===== src/rtl/fifo2w.sv =====
// fifo2w: circular-buffer FIFO that accepts up to two enqueues and two
// dequeues per clock. It tracks occupancy and free slots. A producer offer
// or consumer request that exceeds what the queue can take is only partly
// accepted. Flush empties the queue in one cycle, for use in pipeline
// recovery.
`timescale 1ns/1ps

module fifo2w #(
    parameter int SIZE  = 5,
    parameter int WIDTH = 16,
    parameter int DEBUG = 0
) (
    input  logic             clk,
    input  logic             reset,
    input  logic [1:0]       push_cnt,
    input  logic [WIDTH-1:0] data_in0,
    input  logic [WIDTH-1:0] data_in1,
    output logic [1:0]       push_acc,
    input  logic [1:0]       pop_cnt,
    output logic [1:0]       pop_acc,
    output logic [WIDTH-1:0] data_out0,
    output logic [WIDTH-1:0] data_out1,
    output logic [1:0]       out_vld,
    input  logic             flush,
    output logic [SIZE:0]    count,
    output logic [SIZE:0]    free,
    output logic             q_full,
    output logic             q_empty
);

    localparam int            D     = 1 << SIZE;
    localparam logic [SIZE:0] DEPTH = (SIZE+1)'(D);

    // Reject configurations the pointer arithmetic cannot support.
    if (SIZE < 1 || (DEBUG != 0 && DEBUG != 1)) begin : g_bad_param
        $error("fifo2w: SIZE must be >= 1 and DEBUG must be 0 or 1");
    end

    logic [WIDTH-1:0] mem [D];
    logic [SIZE-1:0]  head;
    logic [SIZE-1:0]  tail;

    // A request code of 3 is treated as 2.
    function automatic logic [1:0] clamp_req(input logic [1:0] req);
        return (req == 2'd3) ? 2'd2 : req;
    endfunction

    // Grant min(req, avail). When avail < req (req <= 2), avail is 0 or 1.
    function automatic logic [1:0] grant(input logic [1:0] req, input logic [SIZE:0] avail);
        if ((SIZE+1)'(req) <= avail)
            return req;
        else
            return (avail == '0) ? 2'd0 : 2'd1;
    endfunction

    // Acceptance is decided from the start-of-cycle count. Slots freed by
    // this cycle's pop are not reused until the next cycle. A push into an
    // empty queue cannot be popped in the same cycle.
    always_comb begin
        free     = DEPTH - count;
        push_acc = 2'd0;
        pop_acc  = 2'd0;
        if (!flush) begin
            push_acc = grant(clamp_req(push_cnt), DEPTH - count);
            pop_acc  = grant(clamp_req(pop_cnt), count);
        end
    end

    assign q_full  = (count == DEPTH);
    assign q_empty = (count == '0) || flush;

    // Storage write: only accepted entries land in the array. The index
    // wraps naturally at D.
    always_ff @(posedge clk) begin
        if (push_acc != 2'd0)
            mem[tail] <= data_in0;
        if (push_acc == 2'd2)
            mem[tail + SIZE'(1)] <= data_in1;
    end

    // Read stage: the dequeued words are registered from pre-update contents.
    // They hold their value on cycles with no pop.
    always_ff @(posedge clk) begin
        if (reset) begin
            data_out0 <= '0;
            data_out1 <= '0;
        end else if (pop_acc != 2'd0) begin
            data_out0 <= mem[head];
            data_out1 <= mem[head + SIZE'(1)];
        end
    end

    // Pointer, occupancy and output-valid bookkeeping.
    always_ff @(posedge clk) begin
        if (reset) begin
            head    <= '0;
            tail    <= '0;
            count   <= '0;
            out_vld <= 2'd0;
        end else if (flush) begin
            head    <= tail;
            count   <= '0;
            out_vld <= 2'd0;
        end else begin
            head    <= head + SIZE'(pop_acc);
            tail    <= tail + SIZE'(push_acc);
            count   <= count + (SIZE+1)'(push_acc) - (SIZE+1)'(pop_acc);
            out_vld <= pop_acc;
        end
    end

endmodule


===== config.mk =====
export PLATFORM = sky130hd
export DESIGN_NAME = fifo2w
export DESIGN_NICKNAME = d
export VERILOG_FILES = /design/src/rtl/fifo2w.sv
export SDC_FILE = /design/constraint.sdc
export NUM_CORES = 1
export LEC_CHECK = 0
export BUFFER_PORTS_ARGS = -buffer_cell sky130_fd_sc_hd__buf_2
export CAP_MARGIN = 0
export CORE_MARGIN = 1.5
export CORE_UTILIZATION = 43
export CTS_CLUSTER_SIZE = 8
export DETAILED_ROUTE_END_ITERATION = 10
export HOLD_SLACK_MARGIN = 0.08
export PLACE_DENSITY = 0.57
export SLEW_MARGIN = 20
export SYNTH_ARGS = -nofsm -noshare
export SYNTH_HDL_FRONTEND = slang
export SYNTH_SLANG_ARGS = --single-unit

===== constraint.sdc =====
create_clock -name clk -period 10.7 [get_ports clk]
set_clock_uncertainty 0.1 [all_clocks]
set_input_delay 1.07 -clock clk [delete_from_list [all_inputs] [get_ports clk]]
set_output_delay 1.07 -clock clk [all_outputs]
set_load 0.02 [all_outputs]

Word-level counts from Yosys, hierarchy flattened
Memories as Yosys holds them, arrays and structs flattened. A register that Yosys moved wholly into a read port is not among the register bits. Index checks and enable logic that the tools add are counted. W data, S select, Z words.

Register bits after elaboration: 18. Bits in latches: 0. RAM bits: 512. Bits in read-only memories: 0. Input port bits: 39. Output and inout bits: 52. Logic and storage cells: 37. Memories: 1.

Memories: mem (words 32, width 16, rd ports 2, clocked after memory_dff 2, wr ports 2, RTL line 39) `logic [WIDTH-1:0] mem [D];`.

$add $sub $neg: 7. Multiply operators: 0. Divide/modulo/power cells: 0. $lt $le $gt $ge: 2. Equality and inequality tests: 4. Shifts and indexed selects: 0. Multiplexer cells: 13. Bitwise gates (word level): 0. Reduce and logical (&&, ||, !) cells: 6.

Operators with widths (count): $le A2 B6 Y1 (2); $logic_not A6 Y1 (2); $mux W2 (6); $add A5 B1 Y5 const B (2); $add A5 B2 Y5 (2); $add A6 B2 Y6 (1); $eq A2 B2 Y1 const B (3); $eq A6 B6 Y1 const B (1); $mux W1 (6); $sub A6 B2 Y6 (1); $sub A6 B6 Y6 const A (1); $mux W5 (1); $reduce_bool A2 Y1 (2); $reduce_or A2 Y1 (1); $logic_or A1 B1 Y1 (1).

Depth between registers and ports, before layout
Gate-level depths: netlist (run 1).

Word-level depth: 8. Mapped depth: 17. Gate-level depth less buffers: 16.

Worst setup path before layout (run 1)
OpenSTA, ideal clock, no wires.

Path type: input to register. Start: input port push_cnt[1]. End: memory mem[0][0] (enable). Library setup time: 0.411 ns. Data arrival time: 3.709 ns. Required time: 10.189 ns. Setup slack: 6.480 ns. Cell stages on the path: 8. Buffers on the path: 0. Cell sequence: nand2b_1 > ha_1 > nand2b_1 > a222oi_1 > nand3_1 > mux2i_2 > nand3_1 > o21ai_0.

RTL lines: start, declared (RTL line 15) `input logic [1:0] push_cnt,`; end, declared (RTL line 39).

Worst setup path after layout (run 1)
Start: register count[0]. End: output port push_acc[1].

Longest elaborated chain between the ends: 4.

Ends and longest elaborated chain: start, declared (RTL line 25) `output logic [SIZE:0] count,`; start signal, assigned (RTL line 107) `count <= count + (SIZE+1)'(push_acc) - (SIZE+1)'(pop_acc);`; $sub A6 B6 Y6 (RTL line 64) `push_acc = grant(clamp_req(push_cnt), DEPTH - count);`; $le A2 B6 Y1 (RTL line 50) `if ((SIZE+1)'(req) <= avail)`; $mux W2 (RTL line 50); $mux W2 (RTL line 63) `if (!flush) begin`; end, declared (RTL line 18) `output logic [1:0] push_acc,`.

Every way passes these cells.

==> metrics, run 1 <==
fraction of layout instances using a drive strength above 1=about half; total die area=just under 80000 um^2; pin count of the biggest net entering global routing=between 100 and 150; max-capacitance violation count=0; power per cell area=roughly 170 nW/um^2; DIE WIDTH=around 280 um; violation count after the first detailed-route iteration=about 2.2k; clock tree buffer depth=3; critical path capture point type=output pin; peak fanout along the critical path=18; number of cell rows=101; area growth from synthesis to layout=10.0%; period utilisation layout=between 40% and 50%; DRC violations left=0; average wire per cell in the routed design=about 34 um; Min Clock Period, post-route=between 4 and 5 ns; post-route antenna net violation count=0; Initial Utilization=43.4%; count of buffer and inverter cells on the critical path=4; count of TritonRoute iterations in the first routing pass=6; total gr overflow=0; register area share after synthesis=between 40% and 50%; root buf cell=sky130_fd_sc_hd__clkbuf_16; post-CTS setup buffer count=0; DR vias/cell=6.57; top-level I/O count=between 90 and 100; antenna violations before repair=1; chip height=279 um; worst slack, placed=~6 ns; RSZ-0062 raised after global routing=false; post-synthesis sequential element count=around 560; Internal Dissipation=4.41 mW; core box area=around 76000 um^2; combinational power share=between 10% and 20%; family of cells with the greatest summed delay on the critical path=compound AO/OA/AOI/OAI gates; Clk network pwr share=between 30% and 40%; peak ir drop on the vdd network=about 0.00012 V; Port-buffer cells=90; first-pass GRT wire length=between 150 and 200 mm; FFs w/ async S/R, synth=0%; Worst slew margin=a little under a quarter; number of failing setup endpoints in the final timing report=0; Startpoint Class=register; highest clock rate=218 MHz; H-tree depth reported by CTS=3; global-route usage over all layers=27.9%; Post-Synthesis Mean Instance Area=~15 um^2; Setup Total Neg Slack=0 ns; run status=complete, no violations; # fillers=6507; final worst slack=roughly 6.1 ns; Post-CTS Hold Buffers=0; placed wire-length estimate after detailed placement=around 70 mm; pin slew with the least headroom to its limit=1.16 ns; routed wire length=~110 mm; sw frac=28.5%; Clock transition at path regs=roughly 0.05 ns; standby leakage power=around 11 nW; pins over their slew limit=0; path type of the worst setup path=register to output pin; number of nets produced by synthesis=2228; sequential group share of total power=between 40 and 50%; number of synthesized flops with an enable pin=roughly 510; clock tree from TritonCTS=built; Largest stage delay, worst path=approximately 0.65 ns; path class of the lowest-slack min-delay path=register to register; Top FF cell, synth=sky130_fd_sc_hd__edfxtp_1; required time at the endpoint of the critical path=~9.5 ns; gp weighted congestion=about 0.9; TritonCTS buffer count=80; CTS resizes=0; number of sinks on the clock net=approximately 560; number of instances in the synthesized netlist=between 2k and 2.5k; Worst Path Arrival=roughly 3.4 ns; total vias in the final route=20.7k; count of synthesis-stage warnings from yosys=0; vias in the first global route=roughly 21k; diode insertion count for antenna repair=0; Synth Cell Area=roughly 33000 um^2; net switching component of the power=roughly 1.8 mW; number of nets in the layout=2180; worst-path cell with the longest stage delay=sky130_fd_sc_hd__a31o_2; Worst-Skew Late Latency=between 0.6 and 0.7 ns; Synth cell types=62; final hold violation count=0; chain of cells forming the critical path=inv_1 > ha_1 > inv_1 > ha_1 > nand2b_1 > a222oi_1 > a31o_2 > inv_6 > buf_2
[power by group through the flow]
stage | clock network (mW) | logic, mW | registers [mW]
final | 2.41 | 1.23 | 2.53
after global routing | 2.52 | 1.30 | 2.54
after CTS | 2.44 | 1.23 | 2.53
after detailed placement | 0 | 1.22 | 2.58
after global placement | 0 | 1.21 | 2.57
after floorplan | 0 | 0.802 | 2.59
[flip-flops by register name (all words and copies together) (netlist names)]
| register | cells |
|---|---|
| data_out1 | 16 |
| tail | 5 |
| head | 5 |
| mem | 512 |
| count | 6 |
| data_out0 | 16 |
| out_vld | 2 |
[cell usage in the layout, fill, tap and decap left out, drive strengths merged, types with 2 or more instances in the layout]
cell / Yosys / layout
nand2b: 8 / 8
nor2: 82 / 82
clkbuf: 165 / 135
nand2: 131 / 131
mux2: 514 / 514
edfxtp: 512 / 512
a21oi: 20 / 20
and3: 2 / 2
o21bai: 4 / 4
nand3b: 3 / 3
a32o: 16 / 16
nor2b: 9 / 9
nand3: 52 / 52
a21o: 2 / 2
inv: 22 / 25
ha: 21 / 21
a22oi: 17 / 17
a32oi: 17 / 17
mux4: 256 / 256
fa: 4 / 4
mux2i: 54 / 54
xnor2: 11 / 11
nor3: 27 / 27
and2: 10 / 10
o22ai: 32 / 32
o21ai: 10 / 10
or4: 2 / 2
buf: 80 / 115
or3: 3 / 3
a31oi: 16 / 16
dfxtp: 50 / 50
[cells by family (layout without fill, tap and decap cells)]
logic type / Yosys count / in the layout / synth area share, %
AOI/OAI and AO/OA: 141 / 141 / 3.06
buffers and inverters: 267 / 276 / 3.70
adders and majority gates: 25 / 25 / 1.04
DFF: 562 / 562 / 49.8
and+or+nand+nor: 333 / 333 / 5.11
xor gates and xnor gates: 12 / 12 / 0.343
muxes: 824 / 824 / 36.9
[cell type report]
| type | instances | area [um^2] | share of cell area (%) |
|---|---|---|---|
| repair buffers | 115 | 663 | 1.83 |
| multi-input cells | 1335 | 15500 | 42.8 |
| clock buffers | 135 | 2280 | 6.31 |
| flip-flops and latches | 562 | 16400 | 45.3 |
| inverters | 22 | 87.6 | 0.242 |
| well taps | 978 | 1220 | 3.38 |
| clock inverters | 4 | 31.3 | 0.0865 |
[worst paths after layout]
path	startpoint	to	slack (ns)	depth (start not counted)
max reg2reg	count[0]	mem[0][8]	6.29	10
max	count[0]	push_acc[1]	6.10	9
min reg2reg	data_out0[2]	data_out0[2]	0.36	1
min	data_out0[2]	data_out0[2]	0.36	1
[cells in the mapped netlist (8+ instances only)]
cell type | instances | area share [%]
sky130_fd_sc_hd__buf_1 | 31 | 0.35
sky130_fd_sc_hd__a22oi_1 | 16 | 0.37
sky130_fd_sc_hd__a32oi_1 | 16 | 0.43
sky130_fd_sc_hd__a32o_1 | 16 | 0.49
sky130_fd_sc_hd__edfxtp_1 | 512 | 47
sky130_fd_sc_hd__mux2_2 | 502 | 17
sky130_fd_sc_hd__xnor2_1 | 10 | 0.27
sky130_fd_sc_hd__buf_4 | 21 | 0.48
sky130_fd_sc_hd__a31oi_1 | 16 | 0.30
sky130_fd_sc_hd__nand2_1 | 118 | 1.3
sky130_fd_sc_hd__nor3_1 | 22 | 0.33
sky130_fd_sc_hd__mux4_2 | 256 | 18
sky130_fd_sc_hd__inv_1 | 21 | 0.24
sky130_fd_sc_hd__o22ai_1 | 32 | 0.61
sky130_fd_sc_hd__nor2_1 | 79 | 0.90
sky130_fd_sc_hd__nand3_1 | 40 | 0.61
sky130_fd_sc_hd__dfxtp_1 | 50 | 3.0
sky130_fd_sc_hd__buf_2 | 17 | 0.26
sky130_fd_sc_hd__ha_1 | 21 | 0.80
sky130_fd_sc_hd__o21ai_0 | 10 | 0.15
sky130_fd_sc_hd__nand2_2 | 11 | 0.21
sky130_fd_sc_hd__nor2b_1 | 9 | 0.17
sky130_fd_sc_hd__clkbuf_1 | 165 | 1.9
sky130_fd_sc_hd__and2_1 | 10 | 0.19
sky130_fd_sc_hd__nand2b_1 | 8 | 0.15
sky130_fd_sc_hd__mux2i_1 | 53 | 1.6
sky130_fd_sc_hd__a21oi_1 | 20 | 0.30
sky130_fd_sc_hd__mux2_4 | 10 | 0.46
[through the flow]
step | util, % | instance area, um^2 | std cells | total power, mW | hold slack [ns]
finish | 47.7 | 36200 | 3151 | 6.17 | 0.359
global route | 47.7 | 36200 | 3151 | 6.36 | 0.373
CTS | 47.7 | 36100 | 3151 | 6.20 | 0.365
global placement | 44.6 | 33800 | 3012 | 3.79 | 0.347
detailed placement | 44.6 | 33800 | 3012 | 3.80 | 0.353
floorplan | - | 32900 | 2164 | 3.39 | 0.433
[per-layer routing]
layer  vias up  track usage [%]  part of all wire, %
met4         0             11.1                  3.9
li1       8538                -                    -
met5         -                0                    0
met1     11100             35.7                   39
met2       897             47.1                   50
met3       177             4.86                  7.0
No activity file was read; power rests on OpenSTA's default activity.
==> run 2: changes to the inputs <==
clock period = 4.6 ns   (was 10.7 ns; I/O delays follow)
==> run 2 against run 1 <==
  * Setup slack lost 5.5 ns
  * Total power grew 130%
  * Clock power grew 130%
  * Register-to-register slack lost 5.7 ns
  * Core utilization grew 0.58 points
  * Flip-flop and latch count is the same
  * Critical path type is now register to register
  * Critical endpoint is now mem[16][11]
==> metrics, run 2 (synthesis results as in run 1) <==
Post-CTS Hold Buffers=0 (unchanged); Setup Total Neg Slack=0 ns (unchanged); required time at the endpoint of the critical path=4.80 ns (-4.73 ns); Worst Path Arrival=4.17 ns (+0.74 ns); root buf cell=sky130_fd_sc_hd__clkbuf_16; TritonCTS buffer count=80 (unchanged); area growth from synthesis to layout=11.3%; Worst-Skew Late Latency=0.65 ns (about the same); H-tree depth reported by CTS=3 (unchanged); DRC violations left=0 (unchanged); top library cells by usage in the layout, fill and taps aside=512 x sky130_fd_sc_hd__edfxtp_1, 502 x sky130_fd_sc_hd__mux2_2, 256 x sky130_fd_sc_hd__mux4_2, 118 x sky130_fd_sc_hd__nand2_1, 90 x sky130_fd_sc_hd__buf_2; number of failing setup endpoints in the final timing report=0 (unchanged); reg-to-reg endpoint=mem[16][11]; vias in the first global route=21.1k (+1.2%); Endpoint, Worst Hold=out_vld[1]; clock tree from TritonCTS=built; final hold violation count=0 (unchanged); average wire per cell in the routed design=35.0 um (+1.6%); post-route antenna net violation count=0 (unchanged); number of nets in the layout=2236 (+2.6%); core box area=75800 um^2 (unchanged); Worst slew margin=31.4% (+8.8 points); Placed Instance Area=34300 um^2 (+1.3%); antenna violations before repair=3 (+2); top-level I/O count=91 (unchanged); max-capacitance violation count=0 (unchanged); critical path capture point type=register; period utilisation layout=a little under nine tenths; number of cell rows=101 (unchanged); first-pass GRT wire length=158 mm (+2.4%); startpoint of the most critical hold path=pop_cnt[1]; largest registers in the final layout=mem x512, data_out0 x16, data_out1 x16; count of TritonRoute iterations in the first routing pass=5 (-1); R2R cell count=11 (+1); path class of the lowest-slack min-delay path=input port to register; chip height=279 um (unchanged); violation count after the first detailed-route iteration=2487 (+14%); DR vias/cell=6.59 (+0.39%); commonest non-fill, non-tap cell in the layout=sky130_fd_sc_hd__edfxtp_1; peak fanout along the critical path=16 (-2); total vias in the final route=21.2k (+2.3%); clock tree buffer depth=3 (unchanged); Largest register FFs=512 (unchanged); pin slew with the least headroom to its limit=1.03 ns (-0.136 ns); number of sinks on the clock net=562 (unchanged); pin count of the biggest net entering global routing=130 (+1.6%); final cell area excluding filler cells=36600 um^2 (+1.2%); DIE WIDTH=279 um (unchanged); Initial Utilization=43.4% (unchanged); RSZ-0062 raised after global routing=false; total die area=78100 um^2 (unchanged); Port-buffer cells=90 (unchanged); Min Clock Period, post-route=between 3 and 4 ns; Startpoint Class=register; run status=complete, no violations; Clock transition at path regs=0.05 ns (about the same); power per cell area=395 nW/um^2 (+130%); placed wire-length estimate after detailed placement=71.3 mm (+3.8%); total gr overflow=0 (unchanged); Min-Delay Path Depth=3 (+2); minimum setup slack among reg-to-reg paths=0.63 ns (-5.66 ns); gp weighted congestion=0.910 (-0.93%); CTS resizes=0 (unchanged); path type of the worst setup path=register to register; pins over their slew limit=0 (unchanged); post-CTS setup buffer count=0 (unchanged); fraction of layout instances using a drive strength above 1=49.7% (+1.1 points); highest clock rate=252 MHz; critical register-to-register path startpoint=count[0]; diode insertion count for antenna repair=0 (unchanged); global-route usage over all layers=28.7% (+0.85 points); peak ir drop on the vdd network=0.000251 V (+110%); standby leakage power=11.7 nW (+2.6%); Most flops, register=mem; routed wire length=112 mm (+3.5%)
run 2: cell count changes in the layout (fill, tap and decap cells not counted), moves of 2 or more:
cell,previous run,this run
sky130_fd_sc_hd__nor2_2,20,24
sky130_fd_sc_hd__nor2_4,7,3
sky130_fd_sc_hd__buf_4,23,77
sky130_fd_sc_hd__buf_12,2,4
sky130_fd_sc_hd__clkbuf_1,51,54
sky130_fd_sc_hd__clkinv_8,0,3
sky130_fd_sc_hd__inv_6,4,2
run 2: where the power goes:
part	total, mW	internal [mW]	switching [mW]
logic	2.96	1.20	1.76
registers	5.87	5.75	0.126
clock network	5.62	3.32	2.30
run 2: layer usage:
layer / GRT usage, % / vias up / routed length, um
met5: 0 / - / 27
met3: 4.87 / 191 / 8580
met4: 12.7 / 4 / 5100
met1: 39.4 / 11200 / 46100
li1: - / 8649 / -
met2: 44.9 / 1070 / 52600
run 2: how the worst max path moves through the flow:
stage	from	end	slack, ns	depth (start not counted)
3_3_place_gp	count[0]	mem[16][11]	0.76	11
4_1_cts	count[0]	mem[16][13]	0.69	11
5_1_grt	count[0]	mem[16][13]	0.43	11
6_report	count[0]	mem[16][11]	0.63	11
3_5_place_dp	count[0]	mem[16][11]	0.71	11
2_1_floorplan	count[0]	mem[0][0]	0.41	10
run 2: worst max-delay path, stage by stage (launching register included):
cell and delay, ns:
sky130_fd_sc_hd__dfxtp_1 0.51, sky130_fd_sc_hd__inv_1 0.15, sky130_fd_sc_hd__ha_1 0.32, sky130_fd_sc_hd__inv_1 0.05, sky130_fd_sc_hd__ha_1 0.29, sky130_fd_sc_hd__nand2b_1 0.06, sky130_fd_sc_hd__a222oi_1 0.29, sky130_fd_sc_hd__nand3_1 0.20
sky130_fd_sc_hd__mux2i_2 0.54, sky130_fd_sc_hd__nand3_1 0.52, sky130_fd_sc_hd__o21ai_2 0.27, sky130_fd_sc_hd__buf_4 0.32
run 2: metrics by stage:
step | utilization [%] | cells | power, mW | setup slack (ns) | hold slack (ns)
finish | 48.3 | 3210 | 14.5 | 0.629 | 0.200
global route | 48.3 | 3210 | 14.9 | 0.425 | 0.226
CTS | 48.3 | 3210 | 14.5 | 0.690 | 0.183
detailed placement | 45.2 | 3068 | 8.90 | 0.710 | 0.355
global placement | 45.2 | 3068 | 8.88 | 0.763 | 0.349
floorplan | - | 2164 | 7.89 | 0.413 | 0.433
run 2: layout make-up:
| cell class | instances | area, um^2 |
|---|---|---|
| well taps | 978 | 1220 |
| repair buffers | 171 | 1110 |
| flip-flops and latches | 562 | 16400 |
| clock buffers | 136 | 2250 |
| fillers | 6552 | 39200 |
| multi-input cells | 1335 | 15500 |
| clock inverters | 6 | 81.3 |
| inverters | 22 | 87.6 |
==> run 3: changes to the inputs <==
ABC_AREA = 1   (was unset)
PLACE_DENSITY = 0.56   (was 0.57)
SETUP_SLACK_MARGIN = 0.1   (was unset)
==> run 3 against run 2 <==
  * Cell area up 1.6%
  * Die area is 6.7% higher
  * Flip-flop and latch count unchanged
  * Maximum frequency up 5.0%
  * Hold slack got worse by 0.093 ns
  * Register-to-register slack better by 0.25 ns
  * Global-route usage up 3.6 points
  * Clock power increased by 1%
  * Critical path depth increased by 2
  * Synthesized area grew 6.8%
  * Sequential share of layout area shrank 0.69 points
==> metrics, run 3 <==
TritonCTS buffer count=80 (unchanged); number of synthesized flops with an enable pin=512 (unchanged); DR vias/cell=5.82 (-12%); number of sinks on the clock net=562 (unchanged); total gr overflow=0 (unchanged); count of TritonRoute iterations in the first routing pass=8 (+3); Area contributors post-synth=sky130_fd_sc_hd__edfxtp_1 44%, sky130_fd_sc_hd__nand2_1 15%, sky130_fd_sc_hd__o21ai_0 10%, sky130_fd_sc_hd__nand3_1 5.2%, sky130_fd_sc_hd__o211ai_1 5.2%; global-route usage over all layers=32.3% (+3.6 points); startpoint of the most critical hold path=flush; pin count of the biggest net entering global routing=177 (+36%); total vias in the final route=31.2k (+47%); Min Clock Period, post-route=3.78 ns (-0.190 ns); final-layout worst hold slack=0.106 ns (-0.0933 ns); final hold violation count=0 (unchanged); pin slew with the least headroom to its limit=1.26 ns (+0.230 ns); Clock transition at path regs=0.05 ns (about the same); Post-synth top cells=1363 x sky130_fd_sc_hd__nand2_1, 736 x sky130_fd_sc_hd__o21ai_0, 512 x sky130_fd_sc_hd__edfxtp_1; max-capacitance violation count=0 (unchanged); path class of the lowest-slack min-delay path=input port to register; FFs w/ async S/R, synth=0% (unchanged); number of failing setup endpoints in the final timing report=0 (unchanged); post-synthesis sequential element count=562 (unchanged); reg-to-reg endpoint=mem[1][12]; area growth from synthesis to layout=5.89%; Post-Synthesis Mean Instance Area=7.92 um^2 (-48%); final worst slack=0.819 ns (+0.190 ns); average wire per cell in the routed design=25.5 um (-27%); gp weighted congestion=0.963 (+5.8%); placed wire-length estimate after detailed placement=84.0 mm (+18%); Top FF cell, synth=sky130_fd_sc_hd__edfxtp_1; antenna violations before repair=4 (+1); Endpoint, Worst Hold=head[2]; Setup Total Neg Slack=0 ns (unchanged); Largest register FFs=512 (unchanged); area share of the leading cell type in the synthesized netlist=43.8% (-3.0 points); H-tree depth reported by CTS=3 (unchanged); first-pass GRT wire length=193 mm (+22%); violation count after the first detailed-route iteration=4865 (+96%); Most flops, register=mem; count of synthesis-stage warnings from yosys=0 (unchanged); highest clock rate=264 MHz (+5.0%); Worst Path Arrival=3.22 ns (-0.95 ns); top library cells by usage in the layout, fill and taps aside=1362 x sky130_fd_sc_hd__nand2_1, 736 x sky130_fd_sc_hd__o21ai_0, 512 x sky130_fd_sc_hd__edfxtp_1, 368 x sky130_fd_sc_hd__nand3_1, 324 x sky130_fd_sc_hd__inv_1; total die area=83400 um^2 (+6.7%); routed wire length=137 mm (+22%); chip height=289 um (+3.3%); clock tree from TritonCTS=built; Synth Cell Area=35100 um^2 (+6.8%); peak fanout along the critical path=23 (+7); standby leakage power=15.4 nW (+31%); DRC violations left=0 (unchanged); number of instances in the synthesized netlist=4434 (+100%); required time at the endpoint of the critical path=4.04 ns (-0.76 ns); Initial Utilization=43.5% (+0.16 points); DIE WIDTH=289 um (+3.3%); fraction of layout instances using a drive strength above 1=7.17% (-43 points); clock tree buffer depth=3 (unchanged); CTS resizes=0 (unchanged); worst slack, placed=0.873 ns (+0.164 ns); RSZ-0062 raised after global routing=false; number of nets in the layout=4315 (+93%); top-level I/O count=91 (unchanged); R2R cell count=15 (+4); vias in the first global route=27.0k (+28%); Port-buffer cells=90 (unchanged); minimum setup slack among reg-to-reg paths=0.88 ns (+0.25 ns); register area share after synthesis=46.6% (-3.2 points); pins over their slew limit=0 (unchanged); Synth cell types=34 (-45%); Worst-Skew Late Latency=0.62 ns (-0.03 ns); root buf cell=sky130_fd_sc_hd__clkbuf_16; critical path capture point type=output pin; period utilisation layout=82.2% (-4.1 points); number of cell rows=104 (+3.0%); Worst slew margin=16.3% (-15 points); number of nets produced by synthesis=4498 (+100%); Min-Delay Path Depth=3 (unchanged); run status=complete, no violations; most numerous cell in the Yosys netlist=sky130_fd_sc_hd__nand2_1; Startpoint Class=register; critical register-to-register path startpoint=count[0]; core box area=80700 um^2 (+6.4%); peak ir drop on the vdd network=0.000417 V (+66%); largest registers in the final layout=mem x512, data_out0 x16, data_out1 x16; post-route antenna net violation count=0 (unchanged); most area-hungry cell type in the Yosys netlist=sky130_fd_sc_hd__edfxtp_1; power per cell area=473 nW/um^2 (+20%); commonest non-fill, non-tap cell in the layout=sky130_fd_sc_hd__nand2_1; path type of the worst setup path=register to output pin
==> run 3: per-stage QoR <==
stage	utilization, %	cell area, um^2	power (mW)	cells
finish	46.1	37200	17.6	5359
global route	46.1	37200	18.2	5357
CTS	46.1	37200	17.4	5357
detailed placement	43.2	34900	11.8	5228
global placement	43.2	34900	11.7	5228
floorplan	-	35100	9.84	4434
==> run 3: worst max-delay path, cell delays in order, from the launching register on <==
cell and delay (ns):
sky130_fd_sc_hd__dfxtp_1 0.40, sky130_fd_sc_hd__inv_1 0.16, sky130_fd_sc_hd__ha_1 0.33, sky130_fd_sc_hd__inv_1 0.04
sky130_fd_sc_hd__ha_1 0.29, sky130_fd_sc_hd__inv_1 0.06, sky130_fd_sc_hd__nor2_1 0.03, sky130_fd_sc_hd__o21ai_0 0.18
sky130_fd_sc_hd__nor2_2 0.07, sky130_fd_sc_hd__nand2_2 0.09, sky130_fd_sc_hd__nand2_4 0.10, sky130_fd_sc_hd__inv_8 0.33
sky130_fd_sc_hd__buf_4 0.28, sky130_fd_sc_hd__buf_2 0.21
==> run 3: final cells by class <==
class | instances | area (um^2)
multi-input cells | 3108 | 14800
fillers | 7934 | 43500
clock buffers | 125 | 2230
inverters | 346 | 1320
flip-flops and latches | 562 | 16400
clock inverters | 3 | 58.8
repair buffers | 153 | 1000
diodes | 2 | 5.00
well taps | 1060 | 1330
==> run 3: worst max path at each step <==
stage / startpoint / end / cells after the start
floorplan: count[0] / count[4] / 20
global placement: count[0] / mem[1][0] / 15
detailed placement: count[0] / mem[1][0] / 15
CTS: count[0] / push_acc[1] / 13
global route: count[0] / mem[1][12] / 15
finish: count[0] / push_acc[1] / 13
==> run 3: kinds of logic (layout without fill, tap and decap cells) <==
group	after synthesis	count (layout)	synth area share [%]
other cells	0	2	0
flops	562	562	46.6
compound gates	1197	1197	18.9
buf+inv	764	627	11.2
xor+xnor	7	7	0.239
simple gates	1879	1879	22.1
fa+ha+maj	25	25	0.977
==> run 3: power by group <==
part | leakage (nW) | switching (mW) | internal [mW]
clock | 1.10 | 2.33 | 3.35
combinational | 9.29 | 4.27 | 1.53
sequential | 5.03 | 0.206 | 5.88
total | 15.4 | 6.81 | 10.8
==> run 3: what timing repair did <==
action,in CTS,in global routing
setup buffers,0,0
endpoints found under the setup margin,0,0
hold buffers,1,0
endpoints found under the hold margin,3,0
==> run 3: routing by layer <==
layer	global-route usage [%]	wire length [um]	vias to the layer above
li1	-	-	14600
met2	45.2	55800	1894
met1	48.3	58300	14400
met4	12.4	5620	2
met3	7.05	16900	237
met5	0	16	-
